**src/rtl/cache_ctrl_if.sv**
```systemverilog
// CPU, tag-array and memory signals of the cache controller, bundled.
// slave = the controller, master = CPU, tag array and memory around it.
interface cache_ctrl_if;
  logic        cpu_req;
  logic        cpu_we;
  logic [15:0] cpu_addr;
  logic        flush;
  logic        cpu_ready;
  logic        hit;
  logic [15:0] tag_add;
  logic [9:0]  tag_in;
  logic        tag_we;
  logic        data_we;
  logic        fill_we;
  logic [1:0]  fill_off;
  logic        mem_req;
  logic        mem_we;
  logic [15:0] mem_addr;
  logic        mem_ack;

  modport slave (
    input  cpu_req, cpu_we, cpu_addr, flush, tag_in, mem_ack,
    output cpu_ready, hit, tag_add, tag_we, data_we, fill_we, fill_off,
           mem_req, mem_we, mem_addr
  );

  modport master (
    output cpu_req, cpu_we, cpu_addr, flush, tag_in, mem_ack,
    input  cpu_ready, hit, tag_add, tag_we, data_we, fill_we, fill_off,
           mem_req, mem_we, mem_addr
  );
endinterface

```
**src/rtl/cache_ctrl.sv**
```systemverilog
// Direct-mapped 16 x 4-byte cache controller: read-allocate, write-through no-allocate.
// Read hit completes 1 cycle after the request; refill/write hold mem_req until each mem_ack.
module cache_ctrl (
  input  logic        clk,
  input  logic        rst_n,
  cache_ctrl_if.slave bus
);

  typedef enum logic [2:0] {IDLE, LOOKUP, REFILL, UPDATE, WRITE} state_t;

  state_t      state, state_nxt;
  logic [15:0] valid, valid_nxt;
  logic [15:0] addr_q, addr_nxt;
  logic        we_q, we_nxt;
  logic [1:0]  beat, beat_nxt;

  logic [3:0]  idx;
  logic [9:0]  tag;
  logic        hit_raw;

  logic        cpu_ready_c, hit_c, tag_we_c, data_we_c, fill_we_c;
  logic        mem_req_c, mem_we_c;
  logic [1:0]  fill_off_c;
  logic [15:0] mem_addr_c;

  assign idx     = addr_q[5:2];
  assign tag     = addr_q[15:6];
  assign hit_raw = valid[idx] && (bus.tag_in == tag);

  always_ff @(posedge clk) begin
    if (!rst_n) begin
      state  <= IDLE;
      valid  <= '0;
      addr_q <= '0;
      we_q   <= 1'b0;
      beat   <= 2'd0;
    end else begin
      state  <= state_nxt;
      valid  <= valid_nxt;
      addr_q <= addr_nxt;
      we_q   <= we_nxt;
      beat   <= beat_nxt;
    end
  end

  always_comb begin
    state_nxt   = state;
    valid_nxt   = valid;
    addr_nxt    = addr_q;
    we_nxt      = we_q;
    beat_nxt    = beat;
    cpu_ready_c = 1'b0;
    hit_c       = 1'b0;
    tag_we_c    = 1'b0;
    data_we_c   = 1'b0;
    fill_we_c   = 1'b0;
    fill_off_c  = 2'd0;
    mem_req_c   = 1'b0;
    mem_we_c    = 1'b0;
    mem_addr_c  = '0;

    case (state)
      IDLE: begin
        // flush wins over a simultaneous request
        if (bus.flush) begin
          valid_nxt = '0;
        end else if (bus.cpu_req) begin
          addr_nxt  = bus.cpu_addr;
          we_nxt    = bus.cpu_we;
          state_nxt = LOOKUP;
        end
      end

      LOOKUP: begin
        hit_c = hit_raw;
        if (we_q) begin
          data_we_c = hit_raw;
          state_nxt = WRITE;
        end else if (hit_raw) begin
          cpu_ready_c = 1'b1;
          state_nxt   = IDLE;
        end else begin
          beat_nxt  = 2'd0;
          state_nxt = REFILL;
        end
      end

      REFILL: begin
        mem_req_c  = 1'b1;
        mem_addr_c = {addr_q[15:2], beat};
        fill_off_c = beat;
        if (bus.mem_ack) begin
          fill_we_c = 1'b1;
          beat_nxt  = beat + 2'd1;
          if (beat == 2'd3) begin
            state_nxt = UPDATE;
          end
        end
      end

      UPDATE: begin
        // tag and valid commit together; the retry lookup then hits
        tag_we_c       = 1'b1;
        valid_nxt[idx] = 1'b1;
        state_nxt      = LOOKUP;
      end

      WRITE: begin
        mem_req_c  = 1'b1;
        mem_we_c   = 1'b1;
        mem_addr_c = addr_q;
        if (bus.mem_ack) begin
          cpu_ready_c = 1'b1;
          state_nxt   = IDLE;
        end
      end

      default: state_nxt = IDLE;
    endcase
  end

  // Outputs are forced low while reset is held, before the reset edge lands.
  assign bus.cpu_ready = rst_n & cpu_ready_c;
  assign bus.hit       = rst_n & hit_c;
  assign bus.tag_we    = rst_n & tag_we_c;
  assign bus.data_we   = rst_n & data_we_c;
  assign bus.fill_we   = rst_n & fill_we_c;
  assign bus.mem_req   = rst_n & mem_req_c;
  assign bus.mem_we    = rst_n & mem_we_c;
  assign bus.fill_off  = rst_n ? fill_off_c : 2'd0;
  assign bus.mem_addr  = rst_n ? mem_addr_c : 16'd0;
  assign bus.tag_add   = rst_n ? addr_q     : 16'd0;

endmodule

```
**src/flat_wrapper.sv**
```systemverilog
// flat-port wrapper written by rule: the top's interface ports become plain ports
module cache_ctrl_flat 
  (clk, rst_n, bus_cpu_req, bus_cpu_we, bus_cpu_addr, bus_flush, bus_tag_in, bus_mem_ack, bus_cpu_ready, bus_hit, bus_tag_add, bus_tag_we, bus_data_we, bus_fill_we, bus_fill_off, bus_mem_req, bus_mem_we, bus_mem_addr);
  cache_ctrl_if bus_i ();
  input  logic clk;
  input  logic rst_n;
  input wire logic [$bits(bus_i.cpu_req)-1:0] bus_cpu_req;
  input wire logic [$bits(bus_i.cpu_we)-1:0] bus_cpu_we;
  input wire logic [$bits(bus_i.cpu_addr)-1:0] bus_cpu_addr;
  input wire logic [$bits(bus_i.flush)-1:0] bus_flush;
  input wire logic [$bits(bus_i.tag_in)-1:0] bus_tag_in;
  input wire logic [$bits(bus_i.mem_ack)-1:0] bus_mem_ack;
  output wire logic [$bits(bus_i.cpu_ready)-1:0] bus_cpu_ready;
  output wire logic [$bits(bus_i.hit)-1:0] bus_hit;
  output wire logic [$bits(bus_i.tag_add)-1:0] bus_tag_add;
  output wire logic [$bits(bus_i.tag_we)-1:0] bus_tag_we;
  output wire logic [$bits(bus_i.data_we)-1:0] bus_data_we;
  output wire logic [$bits(bus_i.fill_we)-1:0] bus_fill_we;
  output wire logic [$bits(bus_i.fill_off)-1:0] bus_fill_off;
  output wire logic [$bits(bus_i.mem_req)-1:0] bus_mem_req;
  output wire logic [$bits(bus_i.mem_we)-1:0] bus_mem_we;
  output wire logic [$bits(bus_i.mem_addr)-1:0] bus_mem_addr;
  assign bus_i.cpu_req = bus_cpu_req;
  assign bus_i.cpu_we = bus_cpu_we;
  assign bus_i.cpu_addr = bus_cpu_addr;
  assign bus_i.flush = bus_flush;
  assign bus_i.tag_in = bus_tag_in;
  assign bus_i.mem_ack = bus_mem_ack;
  assign bus_cpu_ready = bus_i.cpu_ready;
  assign bus_hit = bus_i.hit;
  assign bus_tag_add = bus_i.tag_add;
  assign bus_tag_we = bus_i.tag_we;
  assign bus_data_we = bus_i.data_we;
  assign bus_fill_we = bus_i.fill_we;
  assign bus_fill_off = bus_i.fill_off;
  assign bus_mem_req = bus_i.mem_req;
  assign bus_mem_we = bus_i.mem_we;
  assign bus_mem_addr = bus_i.mem_addr;
  cache_ctrl u_core (.clk(clk), .rst_n(rst_n), .bus(bus_i));
endmodule
```
**config.mk**
```make
export PLATFORM = sky130hd
export DESIGN_NAME = cache_ctrl_flat
export DESIGN_NICKNAME = d
export VERILOG_FILES = /design/src/rtl/cache_ctrl_if.sv /design/src/rtl/cache_ctrl.sv /design/src/flat_wrapper.sv
export SDC_FILE = /design/constraint.sdc
export NUM_CORES = 1
export LEC_CHECK = 0
export BUFFER_PORTS_ARGS = -buffer_cell sky130_fd_sc_hd__buf_2
export CORE_ASPECT_RATIO = 0.8
export CORE_MARGIN = 2
export CORE_UTILIZATION = 50
export CTS_BUF_LIST = sky130_fd_sc_hd__clkbuf_4
export DETAILED_ROUTE_END_ITERATION = 8
export GPL_ROUTABILITY_DRIVEN = 0
export PLACE_DENSITY = 0.8
export SLEW_MARGIN = 20
export SYNTH_ARGS = -nofsm -noshare
export SYNTH_HDL_FRONTEND = slang
export SYNTH_SLANG_ARGS = --single-unit
```
**constraint.sdc**
```tcl
create_clock -name clk -period 2.2 [get_ports clk]
set_input_delay 0.33 -clock clk [delete_from_list [all_inputs] [get_ports clk]]
set_output_delay 0.33 -clock clk [all_outputs]
set_load 0.01 [all_outputs]
```
==> results by group <==
Die
  – Initial Util: 52.7%
  – Core area: 3850 sq um
  – I/O pins: 73
  – Die area: 4590 sq um
  – Row cnt: 20
  – Die W: 75.3 um
  – DIE HEIGHT: 61.0 um

STA
  – Final worst-path cycle share: 110%
  – Slew margin rel.: 66.2%
  – Final setup viols: 3
  – Fin worst setup slack: -0.209 ns
  – Hold Fails Final Rpt: 0
  – Max Transition Viols Final: 0
  – Highest clock rate: 415 MHz
  – Clock skew: 0.0124 ns
  – Unrepaired setup endpoints after global routing: true
  – Fin crit period: 2.41 ns
  – Worst slew pin tran: 0.503 ns

GRT
  – Gr ovfl total: 0
  – Vias in the first global route: 1852
  – Total GRT Usage: 23.3%
  – GR Util met1: 30.4%
  – Largest net degree at the start of global routing: 38
  – Routing usage on met3: 6.06%
  – First-pass GRT wire length: 8140 um
  – Met2 Use GR: 38.2%
  – Antenna violations before repair: 0
  – Busiest grt layer: met2

CTS
  – CTS tree: done
  – H-tree levels: 2
  – Clock slew at reported path FFs: 0.11 ns
  – Post-CTS Setup Inserts: 0
  – Clk Latency, worst-skew pair: 0.35 ns
  – CTS Hold Buffers Added: 0
  – Clock Sink Count: 38
  – Clock Path Buffers: 2
  – Total CTS buffers: 5
  – Root buffer cell: clkbuf_4

Synth
  – Syn Nets: 275
  – Main synth FF type: dfxtp_1
  – Post-synth EDFFs: 0
  – Area leader, netlist: dfxtp_1
  – Post-synth ARST share: 0%
  – Synth Cell Area: 2030 sq um
  – Sequential element share of the synthesized area: 37.4%
  – Yosys cell types: 39
  – Post-synth top cells: nand2_1, dfxtp_1, and2_1, a21boi_0, nor2_1
  – Post-synth top area share: 37.4%
  – Yosys Warn Count: 0
  – Synth top area cells: dfxtp_1, and2_1, nand2_1
  – Synth Area per Inst: 8.40 sq um
  – Synthesized flop and latch total: 38
  – Most frequent cell after synthesis: nand2_1
  – Cells after Synth: 242

Final layout
  – Fin area: 2560 sq um
  – Share of layout cells above drive strength 1: 33.1%
  – Area Growth Syn to Fin: 25.9%
  – Storage cell area: 771 sq um
  – Antenna fix cells: 0
  – Nets: 349
  – Fill cells: 337
  – Multi-input gate area: 1210 sq um

Routing
  – Detailed Route WL: 5020 um
  – Drt first-iter violations: 111
  – Via/cell ratio: 5.21
  – Post-route DRC: 0
  – DR pass1 iterations: 4
  – Avg WL per Cell: 13.5 um
  – Vias: 1938
  – Antenna viol nets, final: 0

Placed design
  – Placed cell area: 2470 sq um
  – Worst slack, placed: -0.0375 ns
  – Detail Placement HPWL: 3640 um
  – Port buffer count: 72

Pwr
  – Max rail drop VDD: 0.407 mV
  – Static Leak: 1.20 nW
  – Total power: 1.26 mW
  – Power per Cell Area: 491 nW/um^2

Critical path
  – Worst path slowest cell: mux4_2
  – Critical path's top delay family: multiplexers
  – CP arrival: 2.08 ns
  – Required @ worst endpoint: 1.87 ns
  – Worst Path Buf+Inv: 1
  – Crit-path max cell delay: 0.49 ns
  – Critical path cell sequence: mux2i_1, mux4_2, a22o_4, nor4_4, and2_1, buf_2
  – Crit Path Max Fanout: 6
  – Setup CP Type: reg2out
  – Critical path launch point type: flop
  – Crit end category: output pin

Outcome
  – Status: finished, violations left
  – Failing checks: setup timing

Run
  – Max-cap violations: 0

Worst hold path
  – Hold crit path type: in2reg
[routing by layer]
metal	up-vias	share of wire, %	wire [um]
met1	889	46	2290
met3	10	7.4	374
met4	0	1.6	78
li1	975	-	-
met2	64	45	2280
met5	-	0	0
[through the flow]
step	cells	setup TNS [ns]	hold slack, ns	util [%]
global route	372	-0.726	0.208	66.4
finish	372	-0.524	0.210	66.4
CTS	372	-0.730	0.208	65.9
detailed placement	364	-0.0690	0.458	64.2
global placement	364	0	0.452	64.2
floorplan	242	0	0.431	-
[where the power goes]
part	switching, mW	leakage, nW	internal [mW]
Sequential	0.0278	0.311	0.707
Combinational	0.101	0.866	0.0845
Clock	0.223	0.0277	0.114
[kinds of logic after synthesis]
logic type               after synthesis  synth area share, %
XOR/XNOR                              11                 4.74
buffers and inverters                 19                 4.00
adder cells (fa/ha/maj)                1                0.616
AO/OA/AOI/OAI                         45                 16.7
AND/OR/NAND/NOR                      119                 30.7
multiplexers                           9                 5.79
flip-flops                            38                 37.4
[placed cells by master (no fill, tap or decap), types with 4 or more instances in the layout]
master,instances
a21oi_1,5
buf_4,11
nor2b_1,4
mux2i_1,5
nor2_1,14
nand2_1,40
dfxtp_1,32
clkbuf_4,5
and2_1,35
nor3_1,7
a31oi_1,4
a21boi_0,17
dfxtp_2,5
xor2_1,10
a22o_1,7
nand2b_1,4
buf_2,72
[final timing paths]
kind | startpoint | endpoint | slack (ns) | cells past startpoint
worst max register to register | u_core.addr_q[3] | u_core.beat[1] | 0.36 | 5
worst min register to register | u_core.valid[12] | u_core.valid[12] | 0.48 | 2
worst min-delay path | bus_cpu_addr[6] | u_core.addr_q[6] | 0.21 | 3
worst max-delay path | u_core.addr_q[3] | bus_data_we | -0.21 | 6
[tightest hold or removal path: cells and delay by family]
family                 cells  cell delay (ns)
buffers and inverters      1             0.09
AOI/OAI and AO/OA          1             0.06
and+or+nand+nor            1             0.04
[timing repair]
item                       CTS  global route
setup endpoints to repair    6            22
pin swaps                    3             2
gates resized for setup      4             7
[area by class of cell]
cell class                      instances  share of cell area (%)
Inverter                                3                   0.440
Timing Repair Buffer                   83                    17.3
Tap cell                               55                    2.69
Clock inverter                          3                   0.440
Sequential cell                        38                    30.1
Clock buffer                            5                    1.47
Multi-Input combinational cell        185                    47.5
[sequential cells by signal, indices dropped and copies added (netlist names)]
signal         cells
u_core.beat        2
u_core.we_q        1
u_core.addr_q     16
u_core.valid      16
u_core.state       3
Power figures use the tool's default switching activity.
